<file path="src/rtl/image_loader.sv">
// Raster-order BRAM writer: accepts pixels over valid/ready, generates linear
// addresses incrementally, checks line framing and reports frame completion.
module image_loader #(
   parameter int MAX_ROW = 360,
   parameter int MAX_COL = 540,
   parameter int ADDR_W  = 18
) (
   input  logic              clk,
   input  logic              rst,
   input  logic              load_start_i,
   input  logic              hold_i,
   input  logic [7:0]        pixel_i,
   input  logic              pixel_valid_i,
   input  logic              pixel_eol_i,
   output logic              pixel_ready_o,
   output logic              ena_o,
   output logic              wea_o,
   output logic [ADDR_W-1:0] addr_o,
   output logic [7:0]        d2mem_o,
   output logic [9:0]        cnt_row_o,
   output logic              busy_o,
   output logic              load_done_o,
   output logic              line_err_o
);

   localparam int COL_W = (MAX_COL > 1) ? $clog2(MAX_COL) : 1;

   localparam logic [COL_W-1:0]  LAST_COL = COL_W'(MAX_COL - 1);
   localparam logic [9:0]        LAST_ROW = 10'(MAX_ROW - 1);
   localparam logic [ADDR_W-1:0] COL_STEP = ADDR_W'(MAX_COL);

   typedef enum logic [1:0] {
      S_IDLE,
      S_LOAD,
      S_DONE
   } state_t;

   state_t r_state;
   state_t w_next_state;

   logic [COL_W-1:0]  r_col;
   logic [9:0]        r_row;
   logic [ADDR_W-1:0] r_addr;
   logic [ADDR_W-1:0] r_row_base;
   logic              r_line_err;

   logic              r_ena;
   logic [ADDR_W-1:0] r_wr_addr;
   logic [7:0]        r_wr_data;

   logic              w_in_load;
   logic              w_accept;
   logic              w_last_col;
   logic              w_row_end;
   logic              w_frame_end;
   logic [ADDR_W-1:0] w_next_row_base;

   // A restart in the same cycle as a beat wins: the beat is dropped.
   assign w_in_load       = (r_state == S_LOAD);
   assign w_accept        = w_in_load && pixel_valid_i && !hold_i && !load_start_i;
   assign w_last_col      = (r_col == LAST_COL);
   assign w_row_end       = pixel_eol_i || w_last_col;
   assign w_frame_end     = w_accept && w_row_end && (r_row == LAST_ROW);
   assign w_next_row_base = r_row_base + COL_STEP;

   always_comb begin
      w_next_state = r_state;
      unique case (r_state)
         S_IDLE: if (load_start_i) w_next_state = S_LOAD;
         S_LOAD: begin
            if (load_start_i)     w_next_state = S_LOAD;
            else if (w_frame_end) w_next_state = S_DONE;
         end
         S_DONE: w_next_state = load_start_i ? S_LOAD : S_IDLE;
         default: w_next_state = S_IDLE;
      endcase
   end

   // NOTE: sequential state uses non-blocking assignments so every register
   // samples the pre-edge values, independent of statement order.
   always_ff @(posedge clk) begin
      if (rst) r_state <= S_IDLE;
      else     r_state <= w_next_state;
   end

   // Row/column/address bookkeeping; row_base tracks col 0 of the current row
   // so an early eol can jump straight to the next row without a multiplier.
   always_ff @(posedge clk) begin
      if (rst || load_start_i) begin
         r_col      <= '0;
         r_row      <= '0;
         r_addr     <= '0;
         r_row_base <= '0;
         r_line_err <= 1'b0;
      end else if (w_accept) begin
         if (w_row_end) begin
            r_col      <= '0;
            r_row      <= r_row + 10'd1;
            r_addr     <= w_next_row_base;
            r_row_base <= w_next_row_base;
            if (pixel_eol_i != w_last_col) r_line_err <= 1'b1;
         end else begin
            r_col  <= r_col + COL_W'(1);
            r_addr <= r_addr + ADDR_W'(1);
         end
      end
   end

   // BRAM write port, registered: a write lands one cycle after its accept.
   always_ff @(posedge clk) begin
      if (rst) begin
         r_ena     <= 1'b0;
         r_wr_addr <= '0;
         r_wr_data <= '0;
      end else begin
         r_ena <= w_accept;
         if (w_accept) begin
            r_wr_addr <= r_addr;
            r_wr_data <= pixel_i;
         end
      end
   end

   assign pixel_ready_o = w_in_load && !hold_i;
   assign busy_o        = w_in_load;
   assign load_done_o   = (r_state == S_DONE) && !load_start_i;
   assign ena_o         = r_ena;
   assign wea_o         = r_ena;
   assign addr_o        = r_wr_addr;
   assign d2mem_o       = r_wr_data;
   assign cnt_row_o     = r_row;
   assign line_err_o    = r_line_err;

endmodule

</file>
<file path="config.mk">
export PLATFORM = sky130hd
export DESIGN_NAME = image_loader
export DESIGN_NICKNAME = d
export VERILOG_FILES = /design/src/rtl/image_loader.sv
export SDC_FILE = /design/constraint.sdc
export NUM_CORES = 1
export LEC_CHECK = 0
export ABC_AREA = 1
export CORE_ASPECT_RATIO = 1.5
export CORE_MARGIN = 3
export CORE_UTILIZATION = 50
export CTS_BUF_LIST = sky130_fd_sc_hd__clkbuf_2
export DETAILED_ROUTE_END_ITERATION = 7
export DONT_BUFFER_PORTS = 1
export PLACE_DENSITY = 0.66
export SYNTH_ARGS = -nofsm -noshare
export SYNTH_HDL_FRONTEND = slang
export SYNTH_SLANG_ARGS = --single-unit
</file>
<file path="constraint.sdc">
create_clock -name clk -period 2.5 [get_ports clk]
set_input_delay 0.125 -clock clk [delete_from_list [all_inputs] [get_ports clk]]
set_output_delay 0.125 -clock clk [all_outputs]
set_load 0.02 [all_outputs]
</file>
==> run summary, run 1 <==
Status: finished clean
Final HPWL DP: 6.69 mm
Max-slew violation count: 0
Final RePlAce weighted congestion: 0.851
Met3 GRT Util: 0.0322
Worst path bufs/invs: 2
Post-route clock period utilization: 0.843
Sum of negative setup slack: 0 ns
CP arrival: 2.56 ns
P&R area growth vs syn: 7.93%
Hold Crit Class: primary input to register
Chip width: 80.0 µm
First drt pass iteration count: 5
Unrepaired setup endpoints after global routing: false
Synth warn: 0
Die height: 117 µm
Final Hold Fails: 0
Fin crit period: 2.11 ns
# rows: 39
Post-synthesis sequential area ratio: 0.410
Startpoint class of the critical path: register
Maximum VDD drop: 382 µV
P_leak: 1.77 nW
Max stage delay on crit path: 0.41 ns
FF+latch count, synth: 84
Met1 Resource Use GR: 0.251
Max Cap Viol: 0
CP Class: register to register
Distinct cells, synth: 38
Clk_lat worst skew: 0.54 ns
Syn_nets: 595
PD cells: 509 nW/µm²
DR vias/cell: 5.18
WL final: 9.27 mm
Post-DP Area: 4160 µm²
CTS root buf: clkbuf_2
Post-synth top area share: 0.410
Post-CTS setup buffer count: 0
Busiest grt layer: met2
Slew HR: 0.563
CTS clk-pin slew, worst paths: 0.22 ns
Layout cell share with drive strength beyond 1: 0.0676
Worst slew pin tran: 0.651 ns
Wire length per cell: 13.4 µm
Fillers: 777
Fmax: 475 MHz
Clock Skews: 0.0183 ns
Post-route design area: 4430 µm²
H-tree Lvls: 3
Dpl cells: 664
I/O pin cnt: 56
Total grt overflow: 0
Avg Cell Area, Syn: 7.12 µm²
Residual DRC: 0
Initial DRC count: 214
Deepest clock path buffer count: 2
Grt met2 use: 0.377
CTS buffer count: 9
Post-synth top area cell: dfxtp_1
Antenna Cells: 0
Number of routed nets with antenna violations: 0
CTS tree: yes
Synthesized area: 4100 µm²
Core area: 7810 µm²
Initial Utilization: 0.525
Final Non-Filler Cells: 694
Initial antenna violation count: 0
Routed via count: 3,594
Global-route wire length before repair: 15.7 mm
GRT Overall Usage: 0.212
Total Die Area: 9350 µm²
Setup crit end kind: register
Number of clock sinks: 84
# nets final: 606
Final Core Density: 0.567
CP Data Required Time: 2.95 ns
IO buf count: 0
Pin count of the biggest net entering global routing: 43
Syn Inst Count: 576
Crit-path cells: ha_1 -> inv_1 -> nor3_1 -> nand3_1 -> ha_1 -> inv_1 -> nand2_4 -> nor2_1 -> nand3_1 -> o21ai_0 -> a21oi_1
CP delay by family, top: simple AND/OR/NAND/NOR gates
Slowest CP cell: dfxtp_1
# setup viols final: 0
Vias in the first global route: 3,489
Synth top area cells: dfxtp_1 (41%), nand2_1 (10%), inv_1 (8.1%), nor2_1 (5.6%), nand3_1 (5.1%)
Worst-path maximum fanout: 27
[kinds of logic after synthesis]
group | Yosys count | share of synthesized area
buffers and inverters | 111 | 0.111
adders and majority gates | 5 | 0.0152
xor gates and xnor gates | 12 | 0.0256
DFF | 84 | 0.410
AOI/OAI and AO/OA | 109 | 0.150
and+or+nand+nor | 255 | 0.289
[synth_stat cells]
cell	count
o211ai_1	10
nor2_8	2
buf_4	4
inv_1	89
nor2_4	3
a21oi_1	36
o21a_1	5
xnor2_1	2
buf_2	6
nor4_1	1
nand3_1	42
nand2_1	109
o31ai_1	2
nor2_2	4
a31oi_1	5
nand3b_1	1
a211oi_1	2
clkbuf_1	7
nand3_4	1
buf_6	2
nor3_1	14
dfxtp_1	84
ha_1	5
nand2_4	2
nor3b_2	2
and3_1	1
nand4_1	6
a22o_1	1
nand3_2	2
inv_2	2
xor2_1	10
o21bai_1	3
nor2_1	61
o21ai_0	37
o21ai_1	7
clkinv_1	1
a221oi_1	1
nand2_2	4
[sequential cells by signal, summed over array words and instances (netlist names), 2 cells and up]
register and flops:
r_state 2, r_col 10, d2mem_o 8, addr_o 18
cnt_row_o 10, r_addr 18, r_row_base 16
[cell type report]
class	instances	area, µm²	share of cell area
tap	102	128	0.0288
timing repair buffer	19	180	0.0407
clock buffer	9	45.0	0.0102
sequential	84	1680	0.380
multi-input combinational	381	1970	0.444
clock inverter	7	81.3	0.0184
inverter	92	345	0.0780
[metrics by stage]
stage	setup slack [ns]	hold slack [ns]	power, W
final	0.393	0.112	0.00226
after global routing	0.0296	0.119	0.00235
after CTS	0.0601	0.0772	0.00228
after detailed placement	0.419	0.197	0.00149
after global placement	0.493	0.196	0.00149
after floorplan	0.749	0.194	0.00147
[final timing paths]
path,from,slack (ns),cells past startpoint,end
setup / recovery,r_col[0],0.39,11,cnt_row_o[8]
hold / removal,rst,0.11,3,d2mem_o[4]
hold reg to reg,r_row_base[2],0.48,2,r_row_base[2]
setup reg to reg,r_col[0],0.39,11,cnt_row_o[8]
[worst min-delay path, cell delays in order]
cell and delay, ns:
inv_1 0.26, o21ai_0 0.17, nor2_1 0.05
[repair_timing]
| action | CTS | global route |
|---|---|---|
| hold buffers | 14 | 0 |
| resized for setup | 0 | 1 |
| setup endpoints to repair | 0 | 2 |
| hold endpoints to repair | 45 | 0 |
[power by group]
group          switching (W)  internal, W  total (W)
Combinational      0.0000695    0.0000372   0.000107
Sequential         0.0000225      0.00136    0.00138
Clock               0.000453     0.000318   0.000771
[layout by cell type, fill, tap and decap left out, types with 3 or more instances in the layout]
cell type        n
o21bai_1         3
buf_4            5
nand4_1          6
nand3_1         42
a31oi_1          5
xor2_1          10
nand2_1        109
nor2_1          61
nor2_2           4
inv_1           89
clkinv_1         4
dlygate4sd3_1   13
nor2_4           3
a21oi_1         36
dfxtp_1         84
ha_1             5
o21a_1           5
nand2_2          4
o211ai_1        10
clkbuf_2         9
nor3_1          14
o21ai_1          7
o21ai_0         37
[per-layer routing]
layer,share of wire,vias up
met4,0.021,0
li1,-,1875
met3,0.044,14
met5,0,-
met2,0.50,82
met1,0.43,1623
Note: power is estimated with default switching activity, not from simulation.
==> inputs of run 2 (changes only) <==
clock period = 2.1 ns   (was 2.5 ns; I/O delays follow)
==> run 2 against run 1 <==
Die area did not move. First-iteration DRC count fell by 11%. Sequential cell count did not move. Register-to-register slack got worse by 0.20 ns. Via count fell by 0.22%. Hold slack got worse by 0.055 ns. Clock-buffer cell count rose by 2. Clock power rose by 8.2%.
==> run summary, run 2 (synthesized netlist as in run 1, its figures left out) <==
CP arrival: 2.58 ns (was 2.56 ns)
Total grt overflow: 0 (unchanged)
CTS clk-pin slew, worst paths: 0.22 ns (about the same)
Maximum VDD drop: 253 µV (was 382 µV)
CTS buffer count: 9 (unchanged)
GRT Overall Usage: 0.213 (was 0.212)
Final Power: 0.00261 W (was 0.00226 W)
Sum of negative setup slack: 0 ns (unchanged)
Initial Utilization: 0.525 (unchanged)
CTS tree: yes (unchanged)
Fmax: 483 MHz
DR vias/cell: 5.12 (was 5.18)
Commonest cells after routing, fill and taps aside: nand2_1 (108), inv_1 (88), dfxtp_1 (83) (was nand2_1 (109), inv_1 (89), dfxtp_1 (84))
WL final: 9.41 mm (was 9.27 mm)
Hold Crit Class: primary input to register (unchanged)
Clock Skews: 0.0341 ns (was 0.0183 ns)
Global-route wire length before repair: 15.6 mm (was 15.7 mm)
# nets final: 612 (was 606)
CP Class: primary input to register (was register to register)
Worst-path maximum fanout: 9 (was 27)
Vias in the first global route: 3,501 (was 3,489)
Deepest clock path buffer count: 2 (unchanged)
Chip width: 80.0 µm (unchanged)
First drt pass iteration count: 4 (was 5)
Initial antenna violation count: 0 (unchanged)
Core area: 7810 µm² (unchanged)
Startpoint class of the critical path: primary input (was register)
Initial DRC count: 191 (was 214)
Final Hold Fails: 0 (unchanged)
Die height: 117 µm (unchanged)
Final RePlAce weighted congestion: 0.866 (was 0.851)
Antenna Cells: 0 (unchanged)
# setup viols final: 0 (unchanged)
Worst slew pin tran: 0.643 ns (was 0.651 ns)
Status: finished clean (unchanged)
Unrepaired setup endpoints after global routing: false (unchanged)
Residual DRC: 0 (unchanged)
Clk_lat worst skew: 0.56 ns (was 0.54 ns)
Max-slew violation count: 0 (unchanged)
Number of routed nets with antenna violations: 0 (unchanged)
Wire length per cell: 13.4 µm (about the same)
Pin count of the biggest net entering global routing: 43 (unchanged)
Routed via count: 3,586 (was 3,594)
CTS root buf: clkbuf_2 (unchanged)
Total Die Area: 9350 µm² (unchanged)
Max Cap Viol: 0 (unchanged)
PD cells: 582 nW/µm² (was 509 nW/µm²)
Post-route clock period utilization: 0.985
P_leak: 1.77 nW (about the same)
I/O pin cnt: 56 (unchanged)
IO buf count: 0 (unchanged)
# rows: 39 (unchanged)
P&R area growth vs syn: 9.30% (was 7.93%)
Commonest non-fill, non-tap cell in the layout: nand2_1 (unchanged)
CP Data Required Time: 2.61 ns (was 2.95 ns)
Number of clock sinks: 84 (unchanged)
H-tree Lvls: 3 (unchanged)
Slew HR: 0.568 (was 0.563)
Final HPWL DP: 6.72 mm (was 6.69 mm)
Layout cell share with drive strength beyond 1: 0.0903 (was 0.0676)
Fin crit period: 2.07 ns
Setup crit end kind: register (unchanged)
## run 2: cell type report
| class | count | area [µm²] |
|---|---|---|
| repair buffers | 25 | 243 |
| flip-flops and latches | 84 | 1680 |
| inverters | 92 | 345 |
| clock buffers | 11 | 55.1 |
| fillers | 756 | 3320 |
| clock inverters | 5 | 52.6 |
| well taps | 102 | 128 |
| multi-input cells | 381 | 1980 |
## run 2: critical path, stage by stage
cell	delay, ns
dlygate4sd3_1	0.55
nor2_2	0.10
dlygate4sd3_1	0.65
inv_2	0.09
nor2_8	0.22
nand2_2	0.14
dlygate4sd3_1	0.60
a21oi_1	0.12
## run 2: layer usage
layer  GRT usage  wire length, µm
met1       0.237             4090
met2       0.386             4660
met3      0.0398              464
met4       0.101              194
met5           0                0
## run 2: path summary, 6_finish.rpt
path | start | endpoint | slack, ns | cells after the start
max reg2reg | r_col[0] | cnt_row_o[7] | 0.19 | 12
min reg2reg | r_row_base[2] | r_row_base[2] | 0.48 | 2
min | rst | addr_o[13] | 0.06 | 3
max | hold_i | addr_o[11] | 0.03 | 8
## run 2: timing repair
action                                  CTS  global route
hold buffers                             14             0
hold endpoints to repair                 44             0
gates resized for setup                   0             8
endpoints found under the setup margin    0            34
buffers inserted                          0             2
## run 2: through the flow
stage                     instances  hold slack [ns]  instance area (µm²)  setup slack (ns)   util
after floorplan                 576            0.174                 4100             0.349      -
after global placement          668            0.176                 4200             0.145  0.538
after detailed placement        668            0.178                 4200            0.0833  0.538
after CTS                       698           0.0309                 4450            0.0434  0.570
after global routing            700           0.0677                 4480           0.00511  0.574
final                           700           0.0568                 4480            0.0310  0.574
## run 2: report_power, final
group / switching, W / leakage (nW) / internal (W)
Sequential: 0.0000265 / 0.678 / 0.00161
Combinational: 0.0000859 / 1.02 / 0.0000487
Clock: 0.000555 / 0.0733 / 0.000279
==> inputs of run 3 (changes only) <==
PLACE_DENSITY = 0.69   (was 0.66)
clock period = 1.86 ns   (was 2.1 ns; I/O delays follow)
==> run 3 against run 2 <==
Non-clock buffer count is 17 higher. Global-route usage increased by 0.58 points. Final cell count grew 2.6%. Total power rose by 7.0%. Hold slack improved by 0.0043 ns. Register-to-register slack worse by 0.14 ns. Combinational power is 24% higher. Core utilization grew 2.6 points. Die area stayed put. Clock-buffer cell count decreased by 2. Clock skew is 0.021 ns lower. Critical path type is now register to register.
==> run summary, run 3 (synthesized netlist as in run 1, its figures left out) <==
P&R area growth vs syn: 14.2% (was 9.30%)
Post-route clock period utilization: 0.972
Chip width: 80.0 µm (unchanged)
Unrepaired setup endpoints after global routing: true (was false)
Antenna Cells: 0 (unchanged)
Initial Utilization: 0.525 (unchanged)
Total grt overflow: 0 (unchanged)
Number of routed nets with antenna violations: 0 (unchanged)
# rows: 39 (unchanged)
First drt pass iteration count: 5 (was 4)
Wire length per cell: 14.1 µm (was 13.4 µm)
Worst path bufs/invs: 2 (was 4)
Residual DRC: 0 (unchanged)
# setup viols final: 0 (unchanged)
CP Class: register to register (was primary input to register)
Initial DRC count: 145 (was 191)
Final Power: 0.00279 W (was 0.00261 W)
Worst-path maximum fanout: 6 (was 9)
Clk_lat worst skew: 0.54 ns (was 0.56 ns)
Most frequent CP cell: ha_4 (was dlygate4sd3_1)
Layout cell share with drive strength beyond 1: 0.140 (was 0.0903)
Worst slew pin tran: 0.660 ns (was 0.643 ns)
Total Die Area: 9350 µm² (unchanged)
P_leak: 1.87 nW (was 1.77 nW)
Hold Crit Class: primary input to register (unchanged)
Crit-path cells: ha_4 -> inv_2 -> nor3_2 -> nand3_1 -> ha_4 -> nor2_4 -> nand3_2 -> buf_6 -> and3_1 (was dlygate4sd3_1 -> nor2_2 -> dlygate4sd3_1 -> inv_2 -> nor2_8 -> nand2_2 -> dlygate4sd3_1 -> a21oi_1)
Vias in the first global route: 3,609 (was 3,501)
H-tree Lvls: 3 (unchanged)
DR vias/cell: 5.26 (was 5.12)
WL final: 10.1 mm (was 9.41 mm)
Commonest non-fill, non-tap cell in the layout: nand2_1 (unchanged)
Max-slew violation count: 0 (unchanged)
Max Cap Viol: 0 (unchanged)
Maximum VDD drop: 291 µV (was 253 µV)
Final Hold Fails: 0 (unchanged)
Max stage delay on crit path: 0.41 ns (was 0.65 ns)
Final HPWL DP: 6.86 mm (was 6.72 mm)
Slowest CP cell: dfxtp_2 (was dlygate4sd3_1)
Core area: 7810 µm² (unchanged)
Pre-CTS setup slack: -0.0603 ns (was 0.0833 ns)
Final Core Density: 0.600 (was 0.574)
CTS buffer count: 9 (unchanged)
# nets final: 630 (was 612)
Deepest clock path buffer count: 2 (unchanged)
Clock Skews: 0.0128 ns (was 0.0341 ns)
Global-route wire length before repair: 16.1 mm (was 15.6 mm)
PD cells: 596 nW/µm² (was 582 nW/µm²)
CTS clk-pin slew, worst paths: 0.22 ns (about the same)
CP delay by family, top: simple AND/OR/NAND/NOR gates (was buffers and inverters)
Routed via count: 3,776 (was 3,586)
Fin crit period: 1.81 ns
IO buf count: 0 (unchanged)
Startpoint class of the critical path: register (was primary input)
GRT Overall Usage: 0.219 (was 0.213)
I/O pin cnt: 56 (unchanged)
Setup crit end kind: register (unchanged)
Status: finished clean (unchanged)
Pin count of the biggest net entering global routing: 33 (was 43)
CP arrival: 2.27 ns (was 2.58 ns)
Slew HR: 0.557 (was 0.568)
Number of clock sinks: 84 (unchanged)
Die height: 117 µm (unchanged)
Final RePlAce weighted congestion: 0.886 (was 0.866)
Initial antenna violation count: 0 (unchanged)
Worst setup margin: 0.0519 ns (was 0.0310 ns)
Commonest cells after routing, fill and taps aside: nand2_1 (107), inv_1 (86), dfxtp_1 (81) (was nand2_1 (108), inv_1 (88), dfxtp_1 (83))
CTS root buf: clkbuf_2 (unchanged)
Fmax: 553 MHz
Fillers: 753 (was 756)
CTS tree: yes (unchanged)
CP Data Required Time: 2.33 ns (was 2.61 ns)
==> run 3: final timing paths <==
path	end	cells after the start	slack (ns)	startpoint
hold / removal	addr_o[7]	3	0.06	rst
setup reg to reg	cnt_row_o[2]	9	0.05	r_col[0]
hold reg to reg	r_row_base[2]	2	0.48	r_row_base[2]
setup / recovery	cnt_row_o[2]	9	0.05	r_col[0]
==> run 3: layer usage <==
metal	share of wire	wire length, µm	track usage	vias up
met4	0.024	246	0.115	0
li1	-	-	-	1932
met2	0.52	5250	0.394	88
met1	0.41	4170	0.234	1741
met5	0	0	0	-
met3	0.046	470	0.0513	15
==> run 3: layout make-up <==
cell class | instances | area [µm²] | share of cell area
Clock buffer | 9 | 45.0 | 0.00962
Clock inverter | 7 | 33.8 | 0.00721
Inverter | 92 | 348 | 0.0743
Multi-Input combinational cell | 382 | 2070 | 0.441
Sequential cell | 84 | 1690 | 0.360
Tap cell | 102 | 128 | 0.0272
Timing Repair Buffer | 42 | 378 | 0.0807
==> run 3: what timing repair did <==
item	in CTS	in global routing
buffers inserted	0	4
hold buffers	14	1
gates resized for setup	4	31
hold endpoints to repair	41	3
gates cloned	0	2
pin swaps	0	6
endpoints found under the setup margin	34	58
==> run 3: power by group <==
part           internal [W]  leakage (nW)  switching (W)
combinational     0.0000624          1.14       0.000105
sequential          0.00182         0.679      0.0000297
clock              0.000156        0.0540       0.000618
total               0.00204          1.87       0.000753
==> run 3: tightest hold or removal path, cell delays in order <==
cell and delay, ns:
inv_1 0.26, o21ai_0 0.18, nor2_1 0.05
==> run 3: per-stage QoR <==
| stage | hold slack (ns) | TNS (ns) | area (µm²) | cells |
|---|---|---|---|---|
| detailed placement | 0.167 | -0.141 | 4310 | 682 |
| global placement | 0.164 | 0 | 4310 | 682 |
| CTS | 0.0266 | 0 | 4530 | 712 |
| finish | 0.0611 | 0 | 4680 | 718 |
| floorplan | 0.162 | 0 | 4100 | 576 |
| global route | 0.0482 | -0.132 | 4680 | 718 |
